**src/rtl/seg7_pkg.sv**
```systemverilog
// Shared constants for the 7-segment scan controller: special digit codes, the
// code-to-segment table and a width helper.
package seg7_pkg;

  localparam logic [3:0] BLANK = 4'hA;
  localparam logic [3:0] DASH  = 4'hB;

  // Indexed by digit code; bit 0 = segment a, active-high. DASH lights g only.
  localparam logic [15:0][6:0] SEG_TABLE = {
    7'h00, 7'h00, 7'h00, 7'h00,  // 15..12
    7'h40, 7'h00, 7'h6F, 7'h7F,  // DASH, BLANK, 9, 8
    7'h07, 7'h7D, 7'h6D, 7'h66,  // 7..4
    7'h4F, 7'h5B, 7'h06, 7'h3F   // 3..0
  };

  // Bits needed to hold 0..n-1; never less than 1 so counters always have a bit.
  function automatic int unsigned clog2(input int unsigned n);
    int unsigned w;
    w = 1;
    while (w < 32 && (32'd1 << w) < n) begin
      w++;
    end
    return w;
  endfunction

endpackage

```
**src/rtl/seg7_dec.sv**
```systemverilog
// Combinational digit-code to segment lookup (active-high, bit 0 = segment a).
module seg7_dec
  import seg7_pkg::*;
(
  input  logic [3:0] code_i,
  output logic [6:0] seg_o
);

  assign seg_o = SEG_TABLE[code_i];

endmodule

```
**src/rtl/seg7_scan_ctrl.sv**
```systemverilog
// Time-multiplexed 7-segment controller: tear-free shadowed digits, one digit per
// scan slot with a dead cycle, internal blink phase and leading-zero blanking.
module seg7_scan_ctrl
  import seg7_pkg::*;
#(
  parameter int unsigned N_DIG      = 8,
  parameter int unsigned CLK_HZ     = 50_000_000,
  parameter int unsigned SCAN_HZ    = 8_000,
  parameter int unsigned BLINK_HZ   = 2,
  parameter int unsigned ACTIVE_LOW = 1
) (
  input  logic               clk,
  input  logic               rst,
  input  logic [4*N_DIG-1:0] digits_in,
  input  logic [N_DIG-1:0]   dp_in,
  input  logic [N_DIG-1:0]   blink_mask,
  input  logic               load,
  input  logic               blank_lz,
  output logic [6:0]         seg_out,
  output logic               dp_out,
  output logic [N_DIG-1:0]   dig_sel,
  output logic               blink_phase,
  output logic               frame_done
);

  localparam int unsigned SCAN_DIV   = CLK_HZ / SCAN_HZ;
  localparam int unsigned BLINK_HALF = CLK_HZ / (2 * BLINK_HZ);
  localparam int unsigned ScanW      = clog2(SCAN_DIV);
  localparam int unsigned BlinkW     = clog2(BLINK_HALF);
  localparam int unsigned IdxW       = clog2(N_DIG);

  localparam logic [ScanW-1:0]  ScanMax  = ScanW'(SCAN_DIV - 1);
  localparam logic [BlinkW-1:0] BlinkMax = BlinkW'(BLINK_HALF - 1);
  localparam logic [IdxW-1:0]   IdxMax   = IdxW'(N_DIG - 1);
  localparam logic              Inv      = (ACTIVE_LOW != 0);

  logic [ScanW-1:0]   scan_cnt_q, scan_cnt_d;
  logic [IdxW-1:0]    idx_q, idx_d;
  logic [BlinkW-1:0]  blink_cnt_q, blink_cnt_d;
  logic               blink_phase_q, blink_phase_d;

  logic [4*N_DIG-1:0] stage_dig_q, stage_dig_d;
  logic [N_DIG-1:0]   stage_dp_q, stage_dp_d;
  logic [N_DIG-1:0]   stage_mask_q, stage_mask_d;
  logic               pending_q, pending_d;
  logic [4*N_DIG-1:0] shadow_dig_q, shadow_dig_d;
  logic [N_DIG-1:0]   shadow_dp_q, shadow_dp_d;
  logic [N_DIG-1:0]   shadow_mask_q, shadow_mask_d;

  logic [6:0]         seg_q, seg_d;
  logic               dp_q, dp_d;
  logic [N_DIG-1:0]   dig_sel_q, dig_sel_d;

  logic               tick, frame_end, blink_wrap;
  logic [N_DIG-1:0]   lz_blank;
  logic               zero_run;
  logic [3:0]         sel_code, dec_code;
  logic               sel_dp, sel_mask, sel_lz, blanked;
  logic [N_DIG-1:0]   dig_on;
  logic [6:0]         dec_seg;

  // Scan and blink timebases.
  always_comb begin
    tick          = (scan_cnt_q == ScanMax);
    frame_end     = tick && (idx_q == IdxMax);
    scan_cnt_d    = tick ? '0 : scan_cnt_q + 1'b1;
    idx_d         = idx_q;
    if (tick) begin
      idx_d = frame_end ? '0 : idx_q + 1'b1;
    end
    blink_wrap    = (blink_cnt_q == BlinkMax);
    blink_cnt_d   = blink_wrap ? '0 : blink_cnt_q + 1'b1;
    blink_phase_d = blink_phase_q ^ blink_wrap;
  end

  // Staging/shadow: a load arriving on the boundary stays staged for the next frame.
  always_comb begin
    stage_dig_d   = stage_dig_q;
    stage_dp_d    = stage_dp_q;
    stage_mask_d  = stage_mask_q;
    pending_d     = pending_q;
    shadow_dig_d  = shadow_dig_q;
    shadow_dp_d   = shadow_dp_q;
    shadow_mask_d = shadow_mask_q;
    if (frame_end && pending_q) begin
      shadow_dig_d  = stage_dig_q;
      shadow_dp_d   = stage_dp_q;
      shadow_mask_d = stage_mask_q;
      pending_d     = 1'b0;
    end
    if (load) begin
      stage_dig_d  = digits_in;
      stage_dp_d   = dp_in;
      stage_mask_d = blink_mask;
      pending_d    = 1'b1;
    end
  end

  // Leading-zero run from the leftmost digit down; digit 0 is always shown.
  always_comb begin
    lz_blank = '0;
    zero_run = blank_lz;
    for (int i = int'(N_DIG) - 1; i >= 1; i--) begin
      zero_run    = zero_run & (shadow_dig_q[4*i +: 4] == 4'h0);
      lz_blank[i] = zero_run;
    end
  end

  always_comb begin
    sel_code = BLANK;
    sel_dp   = 1'b0;
    sel_mask = 1'b0;
    sel_lz   = 1'b0;
    dig_on   = '0;
    for (int unsigned i = 0; i < N_DIG; i++) begin
      if (idx_q == IdxW'(i)) begin
        sel_code  = shadow_dig_q[4*i +: 4];
        sel_dp    = shadow_dp_q[i];
        sel_mask  = shadow_mask_q[i];
        sel_lz    = lz_blank[i];
        dig_on[i] = (scan_cnt_q != '0);
      end
    end
    blanked  = (sel_mask && blink_phase_q) || sel_lz;
    dec_code = blanked ? BLANK : sel_code;
  end

  seg7_dec u_dec (
    .code_i (dec_code),
    .seg_o  (dec_seg)
  );

  always_comb begin
    seg_d     = dec_seg ^ {7{Inv}};
    dp_d      = (sel_dp && !blanked) ^ Inv;
    dig_sel_d = dig_on ^ {N_DIG{Inv}};
  end

  always_ff @(posedge clk) begin
    if (rst) begin
      scan_cnt_q    <= '0;
      idx_q         <= '0;
      blink_cnt_q   <= '0;
      blink_phase_q <= 1'b0;
      stage_dig_q   <= {N_DIG{BLANK}};
      stage_dp_q    <= '0;
      stage_mask_q  <= '0;
      pending_q     <= 1'b0;
      shadow_dig_q  <= {N_DIG{BLANK}};
      shadow_dp_q   <= '0;
      shadow_mask_q <= '0;
      seg_q         <= {7{Inv}};
      dp_q          <= Inv;
      dig_sel_q     <= {N_DIG{Inv}};
    end else begin
      scan_cnt_q    <= scan_cnt_d;
      idx_q         <= idx_d;
      blink_cnt_q   <= blink_cnt_d;
      blink_phase_q <= blink_phase_d;
      stage_dig_q   <= stage_dig_d;
      stage_dp_q    <= stage_dp_d;
      stage_mask_q  <= stage_mask_d;
      pending_q     <= pending_d;
      shadow_dig_q  <= shadow_dig_d;
      shadow_dp_q   <= shadow_dp_d;
      shadow_mask_q <= shadow_mask_d;
      seg_q         <= seg_d;
      dp_q          <= dp_d;
      dig_sel_q     <= dig_sel_d;
    end
  end

  assign seg_out     = seg_q;
  assign dp_out      = dp_q;
  assign dig_sel     = dig_sel_q;
  assign blink_phase = blink_phase_q;
  assign frame_done  = frame_end;

endmodule
```
**config.mk**
```make
export PLATFORM = sky130hd
export DESIGN_NAME = seg7_scan_ctrl
export DESIGN_NICKNAME = d
export VERILOG_FILES = /design/src/rtl/seg7_pkg.sv /design/src/rtl/seg7_dec.sv /design/src/rtl/seg7_scan_ctrl.sv
export SDC_FILE = /design/constraint.sdc
export NUM_CORES = 1
export LEC_CHECK = 0
export ABC_AREA = 1
export CAP_MARGIN = 15
export CORE_MARGIN = 2
export CORE_UTILIZATION = 25
export DETAILED_ROUTE_END_ITERATION = 16
export PLACE_DENSITY = 0.43
export SLEW_MARGIN = 20
export SYNTH_ARGS = -nofsm -noshare
export SYNTH_HDL_FRONTEND = slang
export SYNTH_HIERARCHICAL = 1
export SYNTH_SLANG_ARGS = --single-unit
```
**constraint.sdc**
```tcl
create_clock -name clk -period 7 [get_ports clk]
set_input_delay 1.05 -clock clk [delete_from_list [all_inputs] [get_ports clk]]
set_output_delay 1.05 -clock clk [all_outputs]
set_load 0.02 [all_outputs]
```
==> metrics <==
HP Class=reg2reg; Post-DP HPWL=12000 um; CP max FO=6; P&R area growth vs syn=21.6%; Worst Path Required=5950 ps; TritonCTS Sinks=roughly 150; ANT cells=0; leakage dissipation=3.41 nW; Via Count=approximately 5700; setup slack, reg-to-reg=around 4000 ps; PwrDens=around 230 nW/um^2; critical path, cell by cell=ha_1 > nand3_1 > nor4_1 > and2_1 > nand2_4 > clkinv_2 > clkdlybuf4s50_1; final WL=~17000 um; antenna-violating nets left=0; Final setup viols=0; FFs w/ async S/R, synth=0%; Nets=about 1000; gr usage total=about an eighth; worst slack, placed=3620 ps; Final Skew=between 10 and 15 ps; Overflow after GRT=0; reg2reg end=seg_out[3]; Critical Path End Type=output pin; Post-CTS Setup Bufs=0; Synth Flop Type=dfxtp_1; Inserted Clock Buffers=17; Hold-fix buffers, CTS=0; clock buffer depth=2; max cap viols=0; die area=approximately 29000 sq um; Hold Crit Depth=2; crit start category=flip-flop; Flop pwr share=48.5%; period utilisation layout=48.7%; sequential area share after synthesis=a little under half; number of antenna violations at the first check in global routing=0; GPL Wtd Cong=approximately 0.80; hold path start=stage_dig_q[9]; net count after synthesis=just under 1000; switching share of power=roughly a quarter; TNS Setup=0 ps; remaining routing DRC violations=0; CP arrival=~2400 ps; Largest stage delay, worst path=610 ps; root buffer cell=clkbuf_16; DR WL/cell=roughly 13 um; initial DRC count=~280; final worst-path setup slack=3590 ps; Power Total=around 0.0019 W; layout cells sized above 1=a little under a tenth; DR vias/cell=~4.4; Die Width=approximately 170 um; Final Hold Viols=0; Syn Area/Cell=roughly 7.5 sq um; post-synthesis cell area=approximately 7000 sq um; Core Util, Final=a little under a third; pin count of the biggest net entering global routing=72; Pins Over Slew Limit=0; number of global-route vias before repair=5643; std cell rows=60; Least-Margin Pin Slew=830 ps; Post-CTS Resized=0; Combinational Power Share=about 4.8%; final hold slack=464 ps; most frequent cells in the layout=nand2_1, dfxtp_1, nor2_1; FMAX=between 200 and 300 MHz; fin crit period=between 3000 and 4000 ps; Reg clk slew, reported paths=~70 ps; commonest non-fill, non-tap cell in the layout=nand2_1; Slew HR=between 40 and 50%; Ports=70; P_sw=between 0.0004 and 0.0005 W; DR pass1 iterations=4; unique cell type count in the Yosys netlist=39; Initial Util=around a quarter; critical path class=reg2out; #FFs+latches synth=between 150 and 200; synthesized instance count=about 910; slowest CP cell=clkdlybuf4s50_1; Worst Reg-to-Reg Cells=18; Clock power frac=a little under half; PortBufs=69; Hold EP=stage_dig_q[9]; number of synthesized flops with an enable pin=0; Die Height=between 150 and 200 um; H-Tree Depth=4; first-pass GRT wire length=about 29000 um; Worst IR Drop VDD=0.000125 V; outcome=complete, no violations; RR Startpoint=idx_q[0]; TritonCTS clock tree=yes; Worst-Skew Late Latency=about 430 ps; core area=about 27000 sq um; Warnings, synthesis=6; Internal=0.00141 W; unrepaired setup endpoints after global routing=false
[synth_stat cells, types with 8 or more instances]
master      n  area [sq um]
or2_2       8          50.1
a211oi_2   21           263
nand3_1    45           225
nor4_1     14          87.6
nand2_1   177           664
a21oi_1    38           190
dfxtp_1   154          3080
inv_1      87           327
nor3_1     13          65.1
nand4_1    17           106
ha_1       16           200
clkbuf_1   21          78.8
o21ai_0    65           325
o211ai_1    9          67.6
nor2_1    153           574
xor2_1      8          70.1
buf_2      10          50.1
[stage by stage]
step                cell area (sq um)  cells
CTS                              8300   1316
global route                     8300   1316
detailed placement               7760   1284
floorplan                        6830    908
global placement                 7760   1284
finish                           8300   1316
[routing by layer]
layer,vias to the layer above,track usage (%),part of all wire (%)
met5,-,0,0
met3,13,2.75,2.8
met2,79,20.9,46
li1,3053,-,-
met1,2591,16.5,50
met4,0,3.68,1.2
[layout make-up]
cell class / count / area (sq um)
Sequential cell: 154 / 3080
Clock buffer: 18 / 439
Clock inverter: 14 / 109
Multi-Input combinational cell: 622 / 3180
Fill cell: 2983 / 18600
Timing Repair Buffer: 72 / 703
Tap cell: 341 / 427
Inverter: 95 / 363
[worst max-delay path by stage]
stage | endpoint | slack [ps] | start | depth (start not counted)
2_1_floorplan | seg_out[1] | 4590 | idx_q[2] | 17
3_5_place_dp | blink_cnt_q[18] | 3620 | rst | 6
3_3_place_gp | blink_cnt_q[2] | 3640 | rst | 6
4_1_cts | frame_done | 3560 | scan_cnt_q[0] | 7
5_1_grt | frame_done | 3330 | scan_cnt_q[0] | 7
6_report | frame_done | 3590 | scan_cnt_q[0] | 7
[registers in the layout, indices dropped and copies added, names as in the netlist]
register and count:
stage_mask_q 8, pending_q 1, dp_out 1, blink_phase 1, idx_q 3, stage_dp_q 8
seg_out 7, dig_sel 8, stage_dig_q 32, scan_cnt_q 13, shadow_dig_q 32, shadow_dp_q 8
blink_cnt_q 24, shadow_mask_q 8
[worst max-delay path: cells and delay by family, from the launching register on]
kind / cells / cell delay [ps]
flip-flops: 1 / 420
AND/OR/NAND/NOR: 4 / 620
buffers and inverters: 2 / 710
adder cells (fa/ha/maj): 1 / 190
[cell families (layout without fill, tap and decap cells)]
| kind of cell | Yosys count | after routing | synth area share [%] |
|---|---|---|---|
| simple gates | 450 | 450 | 28.8 |
| flops | 154 | 154 | 45.2 |
| compound gates | 145 | 145 | 13.5 |
| buf+inv | 132 | 199 | 8.25 |
| fa+ha+maj | 16 | 16 | 2.93 |
| xor+xnor | 11 | 11 | 1.41 |
[power groups by stage]
stage,sequential (W),clock [W],combinational [W]
after floorplan,0.000929,0,0.0000477
after global placement,0.000932,0,0.0000919
after detailed placement,0.000932,0,0.0000923
after CTS,0.000912,0.000908,0.0000929
after global routing,0.000914,0.000943,0.000102
final,0.000912,0.000877,0.0000898
Note: power is estimated with default switching activity, not from simulation.
